`src/rtl/jarch_pkg.sv`:
```
// Shared fetch-path widths, FSM state type and FIFO entry layout.
package jarch_pkg;

    localparam int ADDR_W = 16;
    localparam int DATA_W = 32;

    typedef enum logic [1:0] {
        IDLE = 2'd0,
        REQ  = 2'd1,
        DROP = 2'd2
    } fetch_state_e;

    typedef struct packed {
        logic [ADDR_W-1:0] pc;
        logic [DATA_W-1:0] instr;
    } fetch_entry_t;

endpackage

```
`src/rtl/instr_fetch_unit_fetch_fifo.sv`:
```
// Synchronous FIFO holding fetched {pc, instr} entries; flush empties it in one cycle.
// Latency: a push is visible at the head the cycle after; head holds its last value when empty.
// Backpressure: full is reported; push while full is accepted only together with a pop.
module fetch_fifo #(
    parameter int DEPTH = 2,
    parameter int WIDTH = 48
) (
    input  logic                   clock,
    input  logic                   reset_n,
    input  logic                   push,
    input  logic [WIDTH-1:0]       push_dat,
    input  logic                   pop,
    input  logic                   flush,
    output logic [WIDTH-1:0]       head_dat,
    output logic                   full,
    output logic                   empty,
    output logic [$clog2(DEPTH):0] count
);

    localparam int PTR_W = $clog2(DEPTH);
    localparam int CNT_W = PTR_W + 1;
    localparam logic [CNT_W-1:0] DEPTH_C = CNT_W'(DEPTH);

    logic [WIDTH-1:0] mem_q [DEPTH];
    logic [WIDTH-1:0] mem_d [DEPTH];
    logic [PTR_W-1:0] wr_ptr_q, wr_ptr_d;
    logic [PTR_W-1:0] rd_ptr_q, rd_ptr_d;
    logic [CNT_W-1:0] count_q, count_d;
    logic [WIDTH-1:0] last_q, last_d;
    logic             push_en;
    logic             pop_en;

    assign empty    = (count_q == '0);
    assign full     = (count_q == DEPTH_C);
    assign count    = count_q;
    assign pop_en   = pop && !empty && !flush;
    assign push_en  = push && (!full || pop_en) && !flush;
    // When empty, the head keeps showing the last entry that sat there.
    assign head_dat = empty ? last_q : mem_q[rd_ptr_q];

    always_comb begin
        mem_d    = mem_q;
        wr_ptr_d = wr_ptr_q;
        rd_ptr_d = rd_ptr_q;
        count_d  = count_q;
        last_d   = head_dat;
        if (flush) begin
            wr_ptr_d = '0;
            rd_ptr_d = '0;
            count_d  = '0;
        end else begin
            if (push_en) begin
                mem_d[wr_ptr_q] = push_dat;
                wr_ptr_d        = wr_ptr_q + PTR_W'(1);
            end
            if (pop_en) begin
                rd_ptr_d = rd_ptr_q + PTR_W'(1);
            end
            case ({push_en, pop_en})
                2'b10:   count_d = count_q + CNT_W'(1);
                2'b01:   count_d = count_q - CNT_W'(1);
                default: count_d = count_q;
            endcase
        end
    end

    always_ff @(posedge clock) begin
        mem_q <= mem_d;
    end

    always_ff @(posedge clock or negedge reset_n) begin
        if (!reset_n) begin
            wr_ptr_q <= '0;
            rd_ptr_q <= '0;
            count_q  <= '0;
            last_q   <= '0;
        end else begin
            wr_ptr_q <= wr_ptr_d;
            rd_ptr_q <= rd_ptr_d;
            count_q  <= count_d;
            last_q   <= last_d;
        end
    end

endmodule

```
`src/rtl/instr_fetch_unit.sv`:
```
// Instruction fetch: sequential req/ack reads from program memory, buffered for decode.
// Latency: word acked in cycle N is valid to decode in N+1; redirect from idle requests in 1 cycle.
// Backpressure: no new request unless the FIFO has room counting the in-flight word.
module instr_fetch_unit
    import jarch_pkg::*;
#(
    parameter int DEPTH = 2
) (
    input  logic              clock,
    input  logic              reset_n,
    input  logic              init_flag,
    input  logic              redirect,
    input  logic [ADDR_W-1:0] redirect_pc,
    output logic              mem_req,
    output logic [ADDR_W-1:0] mem_addr,
    input  logic              mem_ack,
    input  logic [DATA_W-1:0] mem_rdata,
    output logic              instr_valid,
    input  logic              instr_ready,
    output logic [DATA_W-1:0] instr_data,
    output logic [ADDR_W-1:0] instr_pc,
    output logic [ADDR_W-1:0] fetch_pc
);

    localparam int CNT_W = $clog2(DEPTH) + 1;
    localparam int NXT_W = CNT_W + 1;
    localparam logic [NXT_W-1:0] DEPTH_N = NXT_W'(DEPTH);

    fetch_state_e      state_q, state_d;
    logic [ADDR_W-1:0] fetch_pc_q, fetch_pc_d;
    logic [ADDR_W-1:0] mem_addr_q, mem_addr_d;
    logic [CNT_W-1:0]  fifo_cnt;
    logic [NXT_W-1:0]  cnt_nxt;
    logic              fifo_full;
    logic              fifo_empty;
    logic              push;
    logic              pop;
    logic              room;
    fetch_entry_t      push_ent;
    fetch_entry_t      head_ent;

    assign mem_req     = (state_q != IDLE);
    assign mem_addr    = mem_addr_q;
    assign fetch_pc    = fetch_pc_q;
    assign instr_valid = !fifo_empty;
    assign instr_data  = head_ent.instr;
    assign instr_pc    = head_ent.pc;

    assign pop      = instr_valid && instr_ready && !redirect;
    assign push     = (state_q == REQ) && mem_ack && !redirect && (!fifo_full || pop);
    assign push_ent = '{pc: mem_addr_q, instr: mem_rdata};

    // Occupancy after this cycle's push/pop/flush decides whether another word may be requested.
    always_comb begin
        cnt_nxt = {1'b0, fifo_cnt};
        if (redirect) begin
            cnt_nxt = '0;
        end else begin
            cnt_nxt = {1'b0, fifo_cnt} + NXT_W'(push) - NXT_W'(pop);
        end
    end

    assign room = init_flag && (cnt_nxt < DEPTH_N);

    always_comb begin
        state_d    = state_q;
        fetch_pc_d = fetch_pc_q;
        if (push) begin
            fetch_pc_d = fetch_pc_q + ADDR_W'(1);
        end
        case (state_q)
            IDLE: begin
                if (room) begin
                    state_d = REQ;
                end
            end
            REQ: begin
                if (mem_ack) begin
                    state_d = (room && !redirect) ? REQ : IDLE;
                end else if (redirect) begin
                    state_d = DROP;
                end
            end
            DROP: begin
                if (mem_ack) begin
                    state_d = IDLE;
                end
            end
            default: state_d = IDLE;
        endcase
        if (redirect) begin
            fetch_pc_d = redirect_pc;
        end
    end

    // The address is captured when a request is launched and held until its ack, even across a redirect.
    always_comb begin
        mem_addr_d = mem_addr_q;
        if (state_d == REQ) begin
            mem_addr_d = fetch_pc_d;
        end
    end

    always_ff @(posedge clock or negedge reset_n) begin
        if (!reset_n) begin
            state_q    <= IDLE;
            fetch_pc_q <= '0;
            mem_addr_q <= '0;
        end else begin
            state_q    <= state_d;
            fetch_pc_q <= fetch_pc_d;
            mem_addr_q <= mem_addr_d;
        end
    end

    fetch_fifo #(
        .DEPTH (DEPTH),
        .WIDTH ($bits(fetch_entry_t))
    ) u_fifo (
        .clock    (clock),
        .reset_n  (reset_n),
        .push     (push),
        .push_dat (push_ent),
        .pop      (pop),
        .flush    (redirect),
        .head_dat (head_ent),
        .full     (fifo_full),
        .empty    (fifo_empty),
        .count    (fifo_cnt)
    );

endmodule

```
`config.mk`:
```
export PLATFORM = sky130hd
export DESIGN_NAME = instr_fetch_unit
export DESIGN_NICKNAME = d
export VERILOG_FILES = /design/src/rtl/jarch_pkg.sv /design/src/rtl/instr_fetch_unit_fetch_fifo.sv /design/src/rtl/instr_fetch_unit.sv
export SDC_FILE = /design/constraint.sdc
export NUM_CORES = 1
export LEC_CHECK = 0
export ABC_CLOCK_PERIOD_IN_PS = 4900
export BUFFER_PORTS_ARGS = -buffer_cell sky130_fd_sc_hd__buf_2
export CORE_MARGIN = 3
export CORE_UTILIZATION = 50
export CTS_CLUSTER_SIZE = 16
export DETAILED_ROUTE_END_ITERATION = 10
export PLACE_DENSITY = 0.84
export SLEW_MARGIN = 20
export SYNTH_ARGS = -nofsm -noshare
export SYNTH_HDL_FRONTEND = slang
export SYNTH_SLANG_ARGS = --single-unit
```
`constraint.sdc`:
```
create_clock -name clock -period 4.9 [get_ports clock]
set_input_delay 0.245 -clock clock [delete_from_list [all_inputs] [get_ports clock]]
set_output_delay 0.245 -clock clock [all_outputs]
set_load 0.1 [all_outputs]
```
### Word-level counts from Yosys, hierarchy flattened

Cells that the tools add are included.

| cells by class | value |
|---|---|
| divide/modulo/power cells | 0 |
| reductions and logical operators | 24 |
| multiply operators | 0 |
| magnitude comparators | 4 |
| multiplexer cells | 22 |
| add/sub/neg operators | 7 |
| shift operators | 0 |
| eq/ne operators | 6 |
| bitwise operators | 3 |

Operators by type and width:

| kind | number |
|---|---|
| $mux W48 | 5 |
| $bwmux W96 | 1 |
| $demux W48 S1 | 1 |
| $mux W16 | 2 |
| $add A16 B1 Y16 const B | 1 |
| $logic_and A1 B1 Y1 | 12 |
| $mux W2 | 5 |
| $eq A2 B1 Y1 const B | 3 |
| $eq A2 B2 Y1 const B | 3 |
| $pmux W2 S3 | 1 |
| $reduce_bool A2 Y1 | 3 |
| $mux W1 | 5 |
| $ge A2 B2 Y1 const B | 2 |
| $logic_not A2 Y1 | 2 |
| $not A1 Y2 | 2 |
| $pmux W2 S2 | 1 |
| $add A2 B1 Y3 | 1 |
| $logic_not A1 Y1 | 3 |
| $lt A3 B2 Y1 const B | 1 |
| $mux W3 | 1 |
| $reduce_bool A3 Y1 | 1 |
| $sub A3 B1 Y3 | 1 |
| $add A1 B1 Y1 const B | 2 |
| $add A2 B1 Y2 const B | 1 |
| 5 further kinds | 6 |

| storage, ports and cells | value |
|---|---|
| memories kept | 0 |
| bits in writable memories | 0 |
| register bits | 182 |
| latch bits | 0 |
| logic and storage cells | 75 |
| memory bits (read-only) | 0 |

### Longest topological paths before layout

Gate-level depths: netlist (run 1).

| depth | value |
|---|---|
| depth in word-level cells | 16 |
| depth in mapped cells | 12 |
| gate-level depth less buffers | 10 |

### By module

From an unflattened synthesis (run 1), not the netlist that was laid out.

| unflattened totals | value |
|---|---|
| cells, all modules | 517 |
| area total of the unflattened synthesis | 7295.7 um^2 |

Modules (own cells, without submodules):

| module | cells an instance | area an instance (um^2) | times used |
|---|---|---|---|
| fetch_fifo | 332 | 5363.9 | 1 |
| instr_fetch_unit | 185 | 1931.9 | 1 |

### Worst setup path before layout (run 1)

OpenSTA, ideal clock, no wires.

| timing | value |
|---|---|
| path kind | register to register |
| start | reg u_fifo.count_q[1], in the netlist u_fifo.count[1] |
| end | reg u_fifo.last_q[31] |
| slack | 1402 ps |
| setup time | 287 ps |
| arrival | 3211 ps |
| required time | 4613 ps |
| stages on the path, launching flop included | 5 |
| path buffers | 2 |
| path through | dfrtp_1 or2_2 clkbuf_1 clkbuf_1 a21oi_1 |

| between the ends | value |
|---|---|
| word-level cells in the longest chain between the ends | 2 |

Ends and longest elaborated chain:

| element | RTL line | RTL |
|---|---|---|
| start, declared | instr_fetch_unit_fetch_fifo.sv:28 | `logic [CNT_W-1:0] count_q, count_d;` |
| start signal, assigned | instr_fetch_unit_fetch_fifo.sv:80 | `count_q <= count_d;` |
| $logic_not A2 Y1 | instr_fetch_unit_fetch_fifo.sv:33 | `assign empty = (count_q == '0);` |
| $mux W48 | instr_fetch_unit_fetch_fifo.sv:39 | `assign head_dat = empty ? last_q : mem_q[rd_ptr_q];` |
| named net instr_data[31] | instr_fetch_unit.sv:20 | `output logic [DATA_W-1:0] instr_data,` |
| end signal, assigned | instr_fetch_unit_fetch_fifo.sv:81 | `last_q <= last_d;` |
| end, declared | instr_fetch_unit_fetch_fifo.sv:29 | `logic [WIDTH-1:0] last_q, last_d;` |

The timed path passes the listed nets, and every way through them passes these cells.
A chain may end at the register's enable or synchronous reset.

### Final worst setup path (run 1)

| timing | value |
|---|---|
| start | reg u_fifo.count_q[1], in the netlist u_fifo.count[1] |
| end | reg mem_addr_q[0], in the netlist mem_addr[0] |

| between the ends | value |
|---|---|
| word-level cells in the longest chain between the ends | 16 |
| elaborated cells between the ends (all ways) | 21 |

Ends and longest elaborated chain:

| element | RTL line | RTL |
|---|---|---|
| $logic_not A2 Y1 | instr_fetch_unit_fetch_fifo.sv:33 |  |
| $logic_not A1 Y1 | instr_fetch_unit.sv:45 | `assign instr_valid = !fifo_empty;` |
| $logic_and A1 B1 Y1 (2 in a row) | instr_fetch_unit.sv:49 | `assign pop = instr_valid && instr_ready && !redirect;` |
| $logic_or A1 B1 Y1 | instr_fetch_unit.sv:50 | `assign push = (state_q == REQ) && mem_ack && !redirect && (!fifo_full \|\| pop);` |
| $logic_and A1 B1 Y1 | instr_fetch_unit.sv:50 |  |
| $add A2 B1 Y3 | instr_fetch_unit.sv:59 | `cnt_nxt = {1'b0, fifo_cnt} + NXT_W'(push) - NXT_W'(pop);` |
| $sub A3 B1 Y3 | instr_fetch_unit.sv:59 |  |
| $mux W3 | instr_fetch_unit.sv:56 | `if (redirect) begin` |
| $lt A3 B2 Y1 | instr_fetch_unit.sv:63 | `assign room = init_flag && (cnt_nxt < DEPTH_N);` |
| $logic_and A1 B1 Y1 | instr_fetch_unit.sv:63 |  |
| $logic_and A1 B1 Y1 | instr_fetch_unit.sv:79 | `state_d = (room && !redirect) ? REQ : IDLE;` |
| $mux W1 | instr_fetch_unit.sv:79 |  |
| $mux W2 | instr_fetch_unit.sv:78 | `if (mem_ack) begin` |
| $pmux W2 S3 | instr_fetch_unit.sv:71 | `case (state_q)` |
| $eq A2 B1 Y1 | instr_fetch_unit.sv:99 | `if (state_d == REQ) begin` |
| end signal, assigned | instr_fetch_unit.sv:112 | `mem_addr_q <= mem_addr_d;` |
| end, declared | instr_fetch_unit.sv:31 | `logic [ADDR_W-1:0] mem_addr_q, mem_addr_d;` |

Several ways; a longest one is shown, not always the timed one.

==> flow_metrics.env, run 1 <==
export IMPL_crit_chain="nor2b_2, nand2_1, a21oi_1, fa_1, nor2_1, nand3_1, a31o_2, inv_1, mux2_2"
export IMPL_synth_cell_type_count=51
export IMPL_grt_total_usage_pct=19.7
export IMPL_dieArea_um2=15500
export IMPL_portBuffers=135
export IMPL_synth_most_common_cell="edfxtp_1"
export IMPL_fmax_mhz=327
export IMPL_gp_congestion=0.970
export IMPL_areaGrowthSynthToFinish_pct=23.7
export IMPL_dpl_hpwl_mm=9.64
export IMPL_num_antenna_cells=0
export IMPL_critPathBufInv=1
export IMPL_postLayoutCellArea_um2=8690
export IMPL_ys_seq_area_share_pct=71.7
export IMPL_min_period_ps=3060
export IMPL_clk_transition_reported_paths_ps=70
export IMPL_num_rows=42
export IMPL_required_ps=5210
export IMPL_hold_path_startpoint="mem_rdata[18]"
export IMPL_r2r_end="mem_addr[0]$_DFFE_PN0N_"
export IMPL_ant_nets=0
export IMPL_max_slew_worst_pin_slew_ps=1090
export IMPL_max_cap_violations=0
export IMPL_drtIter0Drc=320
export IMPL_io_pins=136
export IMPL_cts_max_path_buffers=2
export IMPL_synth_area_top_cells="edfxtp_1 41%, dfrtp_1 31%, mux2i_1 7.0%"
export IMPL_route_detailed_drc=0
export IMPL_switching_share_pct=46.6
export IMPL_synthArstFlopShare_pct=47.3
export IMPL_overflow=0
export IMPL_hp_class="input pin to flip-flop"
export IMPL_cts_tree="done"
export IMPL_endpoint_kind="flip-flop"
export IMPL_skew_ps=14.5
export IMPL_holdPathEnd="u_fifo.mem_q[18]$_DFFE_PP_"
export IMPL_slowest_delay_ps=510
export IMPL_nFillCells=986
export IMPL_synth_edff_count=96
export IMPL_rrSetupSlack_ps=1840
export IMPL_clkSinkCount=182
export IMPL_fp_dieW_um=125
export IMPL_num_vias=4600
export IMPL_criticalPathCategory="flip-flop to flip-flop"
export IMPL_first_pass_iters=4
export IMPL_slowest_stage="inv_1"
export IMPL_min_path_cells=1
export IMPL_drive_above_1_share_pct=28.2
export IMPL_reg2regPathDepth=9
export IMPL_rr_startpoint="u_fifo.count[1]$_DFFE_PN0P_"
export IMPL_critPathTopFamily="simple AND/OR/NAND/NOR gates"
export IMPL_synth_top_cells_by_count="96 x edfxtp_1, 86 x dfrtp_1, 63 x nor2_1"
export IMPL_pre_cts_ws_ps=1800
export IMPL_leakagePower_nw=3.35
export IMPL_arrival_ps=3370
export IMPL_cts_htree_levels=4
export IMPL_period_share_pct=62.5
export IMPL_setup_viol=0
export IMPL_p_comb_share_pct=39.9
export IMPL_p_int_mw=2.97
export IMPL_dpl_instance_area_um2=7870
export IMPL_antenna_found_initial=0
export IMPL_seqPwrFrac_pct=35.9
export IMPL_ys_flop_type="edfxtp_1"
export IMPL_synth_largest_area_cell="edfxtp_1"
export IMPL_grt_pass1_wl_mm=23.8
export IMPL_synthCells=500
export IMPL_peakVddDrop_mv=0.375
export IMPL_synth_area_um2=7030
export IMPL_core_area_um2=13500
export IMPL_cp_start_kind="flip-flop"
export IMPL_grt_pass1_vias=4697
export IMPL_clkPwrFrac_pct=24.2
export IMPL_fin_tns_setup_ps=0
export IMPL_hold_viol_final=0
export IMPL_maxSlewViolCount=0
export IMPL_clock_latency_ps=430
export IMPL_crit_fanout=21
export IMPL_outcome="completed"
export IMPL_cp_startpoint="u_fifo.count[1]$_DFFE_PN0P_"
export IMPL_die_h_um=125
export IMPL_nets=713
export IMPL_vias_per_cell=5.44
export IMPL_rsz0062_at_grt="false"
export IMPL_powerDensity_nw_per_um2=641
export IMPL_setup_slack_ps=1840
export IMPL_grt_max_degree=100
export IMPL_ys_seq_elements=182
export IMPL_yosysTopAreaCellShare_pct=41.0
export IMPL_root_buffer="clkbuf_16"
export IMPL_p_sw_mw=2.60
export IMPL_cts_buffers=17
export IMPL_slew_headroom_pct=27.2
export IMPL_syn_num_nets=556
export IMPL_yosys_warnings=0
export IMPL_fin_util_pct=64.3
export IMPL_routedWlPerCell_um=17.9
export IMPL_start_util_pct=52.0
export IMPL_avgSynthCellArea_um2=14.1
export IMPL_wl_mm=15.1
==> layout by cell type (no fill, tap or decap), drive strengths merged, types with 7 or more instances in the layout <==
master / synthesis / layout
buf: 8 / 138
edfxtp: 96 / 96
dfrtp: 86 / 86
nor2: 63 / 63
a21oi: 54 / 54
mux2i: 49 / 49
nand2: 25 / 25
dlygate4sd3: 0 / 23
clkbuf: 15 / 18
o21ai: 11 / 11
mux2: 10 / 10
nand3: 8 / 8
clkinv: 0 / 7
==> state kept, by name (all words and copies together), names as in the netlist <==
signal	flops
u_fifo.count	2
u_fifo.wr_ptr_q	1
fetch_pc	16
u_fifo.rd_ptr_q	1
u_fifo.mem_q	96
mem_addr	16
u_fifo.last_q	48
state_q	2
==> power groups by stage <==
stage               clock [mW]  combinational (mW)  sequential, mW
floorplan                    0                1.53            2.33
global placement             0                2.18            2.01
detailed placement           0                2.21            2.03
CTS                       1.38                2.23            2.00
global route              1.44                2.29            2.02
finish                    1.35                2.22            2.00
==> how the worst max path moves through the flow <==
stage / end / depth (start not counted) / slack (ps)
after detailed placement: mem_addr[0]$_DFFE_PN0N_ / 10 / 1800
after floorplan: u_fifo.last_q[31]$_DFF_PN0_ / 4 / 1400
after global routing: mem_addr[4]$_DFFE_PN0N_ / 9 / 1670
after global placement: mem_addr[0]$_DFFE_PN0N_ / 10 / 1850
final: mem_addr[0]$_DFFE_PN0N_ / 9 / 1840
after CTS: mem_addr[0]$_DFFE_PN0N_ / 9 / 1900
==> cell families after synthesis <==
logic type                 share of synthesized area, %
AOI/OAI and AO/OA                                  7.77
xor gates and xnor gates                           1.25
adders and majority gates                         0.463
buffers and inverters                              1.60
DFF                                                71.7
muxes                                              8.58
and+or+nand+nor                                    8.67
==> timing repair <==
| action | 4_1_cts | 5_1_grt |
|---|---|---|
| hold buffers | 18 | 5 |
| resized for setup | 0 | 0 |
| setup buffers | 0 | 0 |
| endpoints found under the hold margin | 78 | 9 |
==> per-layer routing <==
layer / up-vias / global-route usage (%) / wire length, um
met3: 28 / 5.32 / 913
met5: - / 0 / 0
met1: 2251 / 25.7 / 6550
met2: 173 / 31.9 / 7420
li1: 2148 / - / -
met4: 0 / 7.09 / 258
==> stage by stage <==
stage	total power [mW]	instances	hold slack, ps
floorplan	3.87	500	-50.6
global placement	4.19	791	303
detailed placement	4.23	791	325
CTS	5.60	841	0.238
global route	5.76	846	1.46
finish	5.57	846	16.5
==> final cells by class <==
cell class                 instances  area, um2  share of cell area [%]
multi-input combinational        291       1900                    21.8
sequential                       182       5040                    58.0
tap                              176        220                    2.53
clock inverter                    14        160                    1.84
clock buffer                      18        429                    4.94
inverter                           4       15.0                   0.173
timing repair buffer             161        931                    10.7
No activity file was read; power rests on OpenSTA's default activity.
==> run 2, diff against run 1 <==
--- a/config.mk
+++ b/config.mk
@@ -5,7 +5,8 @@
 export SDC_FILE = /design/constraint.sdc
 export NUM_CORES = 1
 export LEC_CHECK = 0
-export ABC_CLOCK_PERIOD_IN_PS = 4900
+export ABC_AREA = 1
+export ABC_CLOCK_PERIOD_IN_PS = 3200
 export BUFFER_PORTS_ARGS = -buffer_cell sky130_fd_sc_hd__buf_2
 export CORE_MARGIN = 3
 export CORE_UTILIZATION = 50
==> constraint.sdc (replaced) <==
create_clock -name clock -period 3.2 [get_ports clock]
set_input_delay 0.16 -clock clock [delete_from_list [all_inputs] [get_ports clock]]
set_output_delay 0.16 -clock clock [all_outputs]
set_load 0.1 [all_outputs]
==> run 2 against run 1 <==
Net effect:
- routed wire length is 4.8% higher
- global-route usage up 0.60 points
- flip-flop and latch count unchanged
- worst setup slack got worse by 1400 ps
- register-to-register slack lost 1200 ps
- non-clock buffer count up 19
- clock skew shrank 2.3 ps
- critical path type is now flip-flop to output port
- critical endpoint is now instr_pc[9]
==> flow_metrics.env, run 2 <==
export IMPL_grt_max_degree=98
export IMPL_max_cap_violations=0
export IMPL_areaGrowthSynthToFinish_pct=23.6
export IMPL_rr_startpoint="u_fifo.count[1]$_DFFE_PN0P_"
export IMPL_synth_top_cells_by_count="206 x nand2_1, 102 x o21ai_0, 96 x edfxtp_1"
export IMPL_finalHoldWorstSlack_ps=18.3
export IMPL_route_detailed_drc=0
export IMPL_wl_mm=15.9
export IMPL_root_buffer="clkbuf_16"
export IMPL_grt_pass1_wl_mm=25.7
export IMPL_grt_use_met1_pct=25.2
export IMPL_cp_depth=5
export IMPL_instances_no_fill=1056
export IMPL_outcome="completed"
export IMPL_skew_ps=12.2
export IMPL_synth_largest_area_cell="edfxtp_1"
export IMPL_first_pass_iters=5
export IMPL_synth_area_top_cells="edfxtp_1 39%, dfrtp_1 29%, nand2_1 10%"
export IMPL_fin_tns_setup_ps=0
export IMPL_synth_most_common_cell="nand2_1"
export IMPL_cts_resized=0
export IMPL_fmax_mhz=363
export IMPL_clock_latency_ps=430
export IMPL_grt_pass1_vias=5206
export IMPL_required_ps=3040
export IMPL_ys_flop_type="edfxtp_1"
export IMPL_maxSlewViolCount=0
export IMPL_critPathTopFamily="buffers and inverters"
export IMPL_drtIter0Drc=351
export IMPL_largest_reg_flops=96
export IMPL_fp_dieW_um=128
export IMPL_r2r_end="mem_addr[15]$_DFFE_PN0N_"
export IMPL_slew_headroom_pct=36.1
export IMPL_muxShareOfSynthArea_pct=0
export IMPL_rsz0062_at_grt="false"
export IMPL_synth_edff_count=96
export IMPL_cts_max_path_buffers=2
export IMPL_busiest_layer="met2"
export IMPL_regMostFlops="u_fifo.mem_q"
export IMPL_max_slew_worst_pin_slew_ps=959
export IMPL_cts_buffers=17
export IMPL_syn_num_nets=749
export IMPL_synth_cell_type_count=36
export IMPL_synth_compound_area_share_pct=8.26
export IMPL_cp_start_kind="flip-flop"
export IMPL_clkSinkCount=182
export IMPL_synthCells=693
export IMPL_start_util_pct=52.4
export IMPL_dieArea_um2=16400
export IMPL_portBuffers=135
export IMPL_avgSynthCellArea_um2=10.7
export IMPL_antenna_found_initial=0
export IMPL_gp_congestion=0.871
export IMPL_nets=919
export IMPL_crit_fanout=97
export IMPL_hold_viol_final=0
export IMPL_overflow=0
export IMPL_yosys_warnings=0
export IMPL_synth_top_family_by_area="simple AND/OR/NAND/NOR gates"
export IMPL_rrSetupSlack_ps=660
export IMPL_ys_seq_area_share_pct=67.6
export IMPL_hp_class="input pin to flip-flop"
export IMPL_ys_seq_elements=182
export IMPL_crit_chain="nor2_4, buf_4, nand2_1, o21ai_1, buf_2"
export IMPL_synth_area_um2=7450
export IMPL_cts_tree="done"
export IMPL_vias_per_cell=5.02
export IMPL_core_area_um2=14200
export IMPL_die_h_um=128
export IMPL_min_period_ps=2750
export IMPL_synthXorXnorAreaFrac_pct=0.235
export IMPL_most_common_layout_cells="206 x nand2_1, 134 x buf_2, 96 x edfxtp_1"
export IMPL_crit_end="instr_pc[9]"
export IMPL_num_antenna_cells=0
export IMPL_criticalPathCategory="flip-flop to output port"
export IMPL_yosysTopAreaCellShare_pct=38.7
export IMPL_final_common_cell="nand2_1"
export IMPL_synthArstFlopShare_pct=47.3
export IMPL_slowest_delay_ps=680
export IMPL_grt_total_usage_pct=20.3
export IMPL_io_pins=136
export IMPL_dp_cells=985
export IMPL_endpoint_kind="output port"
export IMPL_ant_nets=0
export IMPL_dpl_hpwl_mm=10.2
export IMPL_slowest_stage="buf_4"
export IMPL_num_vias=5302
export IMPL_synth_simple_area_share_pct=17.4
export IMPL_critPathBufInv=2
export IMPL_reg_largest_list="u_fifo.mem_q (96), u_fifo.last_q (48)"
export IMPL_period_share_pct=86.0
export IMPL_gr_usage_met3_pct=5.29
export IMPL_routedWlPerCell_um=15.0
export IMPL_cp_startpoint="u_fifo.count[1]$_DFFE_PN0P_"
export IMPL_cts_htree_levels=4
export IMPL_setup_viol=0
export IMPL_drive_above_1_share_pct=23.6
export IMPL_clk_transition_reported_paths_ps=70
export IMPL_num_rows=43
export IMPL_reg2regPathDepth=13
export IMPL_arrival_ps=2590
export IMPL_synthAdderAreaFrac_pct=0.437
export IMPL_grt_util_met2_pct=33.8
-- run 2: changes by cell type in the layout (fill, tap and decap cells not counted), sizes merged, moves of 41 or more --
| cell | delta |
|---|---|
| inv | +68 |
| mux2i | -49 |
| nand2 | +191 |
| a21oi | -53 |
| o21ai | +92 |
| nor2 | -41 |
-- run 2: repair_timing --
action	CTS	global route
hold buffers	39	0
endpoints found under the hold margin	140	0
setup buffers	0	0
-- run 2: worst min-delay path by stage --
stage / from / end / slack [ps] / cells past startpoint
after floorplan: reset_n / fetch_pc[0]$_DFF_PN0_ / -140 / 0
after global placement: reset_n / u_fifo.last_q[27]$_DFF_PN0_ / 350 / 1
after detailed placement: mem_rdata[15] / u_fifo.mem_q[15]$_DFFE_PP_ / 350 / 1
after CTS: redirect_pc[2] / fetch_pc[2]$_DFF_PN0_ / 6 / 3
after global routing: redirect_pc[2] / fetch_pc[2]$_DFF_PN0_ / 10 / 3
final: redirect_pc[2] / fetch_pc[2]$_DFF_PN0_ / 20 / 3
-- run 2: stage by stage --
stage / area, um2 / setup slack, ps / util (%)
6_report: 9210 / 447 / 64.8
5_1_grt: 9210 / 249 / 64.8
4_1_cts: 9210 / 452 / 64.8
3_5_place_dp: 8270 / 655 / 58.3
3_3_place_gp: 8270 / 796 / 58.3
2_1_floorplan: 7450 / 565 / -
-- run 2: kinds of logic (layout without fill, tap and decap cells) --
group                    Yosys count  in the layout
buffers and inverters            101            284
adder cells (fa/ha/maj)            2              2
flip-flops                       182            182
AO/OA/AOI/OAI                    112            112
AND/OR/NAND/NOR                  294            294
XOR/XNOR                           2              2
-- run 2: worst min-delay path, stage by stage --
cell and delay, ps:
buf_2 90, nand2_1 80, nand2_2 80
-- run 2: layout make-up --
class                   instances  area (um2)
flip-flops and latches        182        5040
fillers                      1047        5000
multi-input cells             410        1980
repair buffers                180        1140
clock buffers                  18         429
inverters                      72         283
well taps                     180         225
clock inverters                14         113
-- run 2: metal layers --
metal,wire (um),vias to the layer above
li1,-,2621
met1,6630,2466
met2,7800,182
met3,1010,33
met4,423,0
met5,0,-
Power of run 2 is not shown: default switching activity piles up to over one toggle a cycle in this logic, so the estimate is an artifact.
==> run 3, diff against run 2 <==
--- a/config.mk
+++ b/config.mk
@@ -5,7 +5,6 @@
 export SDC_FILE = /design/constraint.sdc
 export NUM_CORES = 1
 export LEC_CHECK = 0
-export ABC_AREA = 1
 export ABC_CLOCK_PERIOD_IN_PS = 3200
 export BUFFER_PORTS_ARGS = -buffer_cell sky130_fd_sc_hd__buf_2
 export CORE_MARGIN = 3
@@ -16,4 +15,5 @@
 export SLEW_MARGIN = 20
 export SYNTH_ARGS = -nofsm -noshare
 export SYNTH_HDL_FRONTEND = slang
+export SYNTH_HIERARCHICAL = 1
 export SYNTH_SLANG_ARGS = --single-unit
==> run 3 against run 2 <==
Net effect:
- worst setup slack got worse by 280 ps
- routed wire length increased by 0.49%
- cell area decreased by 1.0%
- cell count decreased by 16%
- register-to-register slack got worse by 500 ps
- first-iteration DRC count decreased by 21%
- via count decreased by 10%
- sequential share of layout area increased by 0.59 points
- non-clock buffer count increased by 9
==> flow_metrics.env, run 3 <==
export IMPL_outcome="completed"
export IMPL_slowest_delay_ps=480
export IMPL_cts_htree_levels=4
export IMPL_required_ps=3510
export IMPL_grt_util_met2_pct=34.5
export IMPL_num_rows=43
export IMPL_yosys_warnings=6
export IMPL_max_cap_violations=0
export IMPL_cts_tree="done"
export IMPL_synth_top_family_by_area="multiplexers"
export IMPL_skew_ps=12.1
export IMPL_crit_chain="nor2_4, nand2b_1, a21oi_4, inv_1, ha_1, nor2b_1, fa_1, nand4b_1, a31o_2, inv_4, nand2b_1, o221ai_1"
export IMPL_max_slew_worst_pin_slew_ps=934
export IMPL_endpoint_kind="flip-flop"
export IMPL_leakagePower_nw=3.69
export IMPL_seqPwrFrac_pct=34.3
export IMPL_clk_transition_reported_paths_ps=60
export IMPL_dieArea_um2=16100
export IMPL_busiest_layer="met2"
export IMPL_dpl_instance_area_um2=8170
export IMPL_first_pass_iters=5
export IMPL_clkPwrFrac_pct=20.0
export IMPL_wl_mm=15.9
export IMPL_critPathBufInv=2
export IMPL_min_period_ps=3040
export IMPL_gp_congestion=0.945
export IMPL_root_buffer="clkbuf_16"
export IMPL_cts_buffers=17
export IMPL_grt_pass1_vias=4965
export IMPL_final_common_cell="buf_2"
export IMPL_ys_seq_area_share_pct=69.0
export IMPL_p_sw_mw=4.67
export IMPL_dpl_hpwl_mm=10.2
export IMPL_core_area_um2=14100
export IMPL_switching_share_pct=50.5
export IMPL_slew_headroom_pct=37.7
export IMPL_powerDensity_nw_per_um2=1020
export IMPL_hp_class="input pin to flip-flop"
export IMPL_grt_max_degree=98
export IMPL_vias_per_cell=5.34
export IMPL_drtIter0Drc=279
export IMPL_cts_max_path_buffers=2
export IMPL_fp_dieW_um=127
export IMPL_ant_nets=0
export IMPL_rsz0062_at_grt="false"
export IMPL_power_mw=9.25
export IMPL_syn_num_nets=574
export IMPL_antenna_found_initial=0
export IMPL_critPathTopFamily="simple AND/OR/NAND/NOR gates"
export IMPL_fmax_mhz=329
export IMPL_yosysTopAreaCellShare_pct=39.5
export IMPL_synthAdderAreaFrac_pct=0.617
export IMPL_maxSlewViolCount=0
export IMPL_synth_area_top_cells="edfxtp_1 40%, dfrtp_1 29%, mux2i_1 8.0%"
export IMPL_areaGrowthSynthToFinish_pct=24.9
export IMPL_grt_total_usage_pct=20.5
export IMPL_grt_use_met1_pct=25.9
export IMPL_reg_largest_list="u_fifo/mem_q (96), u_fifo/last_q (48)"
export IMPL_crit_fanout=14
export IMPL_synth_simple_area_share_pct=8.20
export IMPL_cpMostUsedCell="nand2b_1"
export IMPL_ys_flop_type="edfxtp_1"
export IMPL_arrival_ps=3350
export IMPL_grt_pass1_wl_mm=25.6
export IMPL_synth_top_cells_by_count="96 x edfxtp_1, 86 x dfrtp_1, 73 x nand2_1"
export IMPL_overflow=0
export IMPL_peakVddDrop_mv=0.603
export IMPL_synth_most_common_cell="edfxtp_1"
export IMPL_routedWlPerCell_um=17.9
export IMPL_regMostFlops="u_fifo/mem_q"
export IMPL_gr_usage_met3_pct=6.15
export IMPL_setup_viol=0
export IMPL_nets=756
export IMPL_finalHoldWorstSlack_ps=25.3
export IMPL_period_share_pct=94.9
export IMPL_die_h_um=127
export IMPL_synth_area_um2=7300
export IMPL_start_util_pct=51.8
export IMPL_portBuffers=135
export IMPL_drive_above_1_share_pct=28.2
export IMPL_criticalPathCategory="flip-flop to flip-flop"
export IMPL_most_common_layout_cells="134 x buf_2, 96 x edfxtp_1, 84 x dfrtp_1"
export IMPL_postLayoutCellArea_um2=9110
export IMPL_muxShareOfSynthArea_pct=10.0
export IMPL_route_detailed_drc=0
export IMPL_avgSynthCellArea_um2=14.1
export IMPL_synth_compound_area_share_pct=7.53
export IMPL_largest_reg_flops=96
export IMPL_num_antenna_cells=0
export IMPL_synthArstFlopShare_pct=47.3
export IMPL_synthXorXnorAreaFrac_pct=1.56
export IMPL_hold_viol_final=0
export IMPL_num_vias=4765
export IMPL_synth_largest_area_cell="edfxtp_1"
export IMPL_synthCells=517
export IMPL_synth_edff_count=96
export IMPL_slowest_stage="dfrtp_1"
export IMPL_cp_start_kind="flip-flop"
export IMPL_synth_cell_type_count=53
export IMPL_io_pins=136
export IMPL_nFillCells=1033
export IMPL_clkSinkCount=182
export IMPL_ys_seq_elements=182
export IMPL_p_int_mw=4.58
export IMPL_clock_latency_ps=420
export IMPL_p_comb_share_pct=45.7
run 3: cell types whose count changed after synthesis, sizes merged, moves of 6 or more:
cell   change
nand2    -143
inv       -59
mux2i     +58
o21ai     -44
nand3     -24
mux2      +13
xor2       +9
nor2b      +7
nor2       -6
or2        -6
run 3: final timing paths:
check	slack, ps	start	depth (start not counted)	endpoint
setup / recovery	160	u_fifo/count[1]$_DFFE_PN0P_	12	mem_addr[12]$_DFFE_PN0N_
setup reg to reg	160	u_fifo/count[1]$_DFFE_PN0P_	12	mem_addr[12]$_DFFE_PN0N_
min in group asynchronous	370	reset_n	2	u_fifo/last_q[6]$_DFF_PN0_
hold reg to reg	480	u_fifo/last_q[32]$_DFF_PN0_	2	u_fifo/last_q[32]$_DFF_PN0_
hold / removal	30	redirect_pc[3]	3	fetch_pc[3]$_DFF_PN0_
max in group asynchronous	2180	reset_n	3	u_fifo/last_q[41]$_DFF_PN0_
run 3: cells by family after synthesis:
family / Yosys count
XOR/XNOR: 13
buffers and inverters: 39
AO/OA/AOI/OAI: 83
adder cells (fa/ha/maj): 3
multiplexers: 71
AND/OR/NAND/NOR: 126
flip-flops: 182
run 3: metrics by stage:
step / TNS, ps / instances / util [%] / setup slack [ps]
after floorplan: -106 / 517 / - / -53.2
after global placement: 0 / 819 / 57.9 / 228
after detailed placement: 0 / 819 / 57.9 / 43.8
after CTS: 0 / 892 / 64.6 / 37.7
after global routing: 0 / 892 / 64.6 / 15.9
final: 0 / 892 / 64.6 / 164
run 3: tightest hold or removal path: cells and delay by family:
kind / cells / cell delay, ps
buffers and inverters: 1 / 80
AO/OA/AOI/OAI: 1 / 100
AND/OR/NAND/NOR: 1 / 50
run 3: power groups by stage:
stage / Clock, mW / Sequential (mW) / Combinational, mW
3_5_place_dp: 0 / 3.21 / 4.19
3_3_place_gp: 0 / 3.18 / 4.13
5_1_grt: 2.00 / 3.22 / 4.37
4_1_cts: 1.89 / 3.17 / 4.23
6_report: 1.85 / 3.18 / 4.23
2_1_floorplan: 0 / 3.84 / 2.89
run 3: metal layers:
layer	vias up	share of wire, %	routed length (um)
li1	2221	-	-
met1	2315	41	6540
met2	211	50	8020
met3	18	7.4	1170
met4	0	1.3	210
met5	-	0	0
run 3: cell type report:
| class | instances | area, um2 | share of cell area (%) |
|---|---|---|---|
| well taps | 180 | 225 | 2.47 |
| multi-input cells | 296 | 2070 | 22.7 |
| repair buffers | 189 | 1200 | 13.2 |
| clock buffers | 27 | 503 | 5.52 |
| clock inverters | 5 | 21.3 | 0.233 |
| flip-flops and latches | 182 | 5040 | 55.3 |
| inverters | 13 | 51.3 | 0.563 |
run 3: what timing repair did:
action,4_1_cts,5_1_grt
hold buffers,41,0
endpoints found under the hold margin,150,0
resized for setup,0,3
buffers inserted,0,0
setup endpoints to repair,0,13
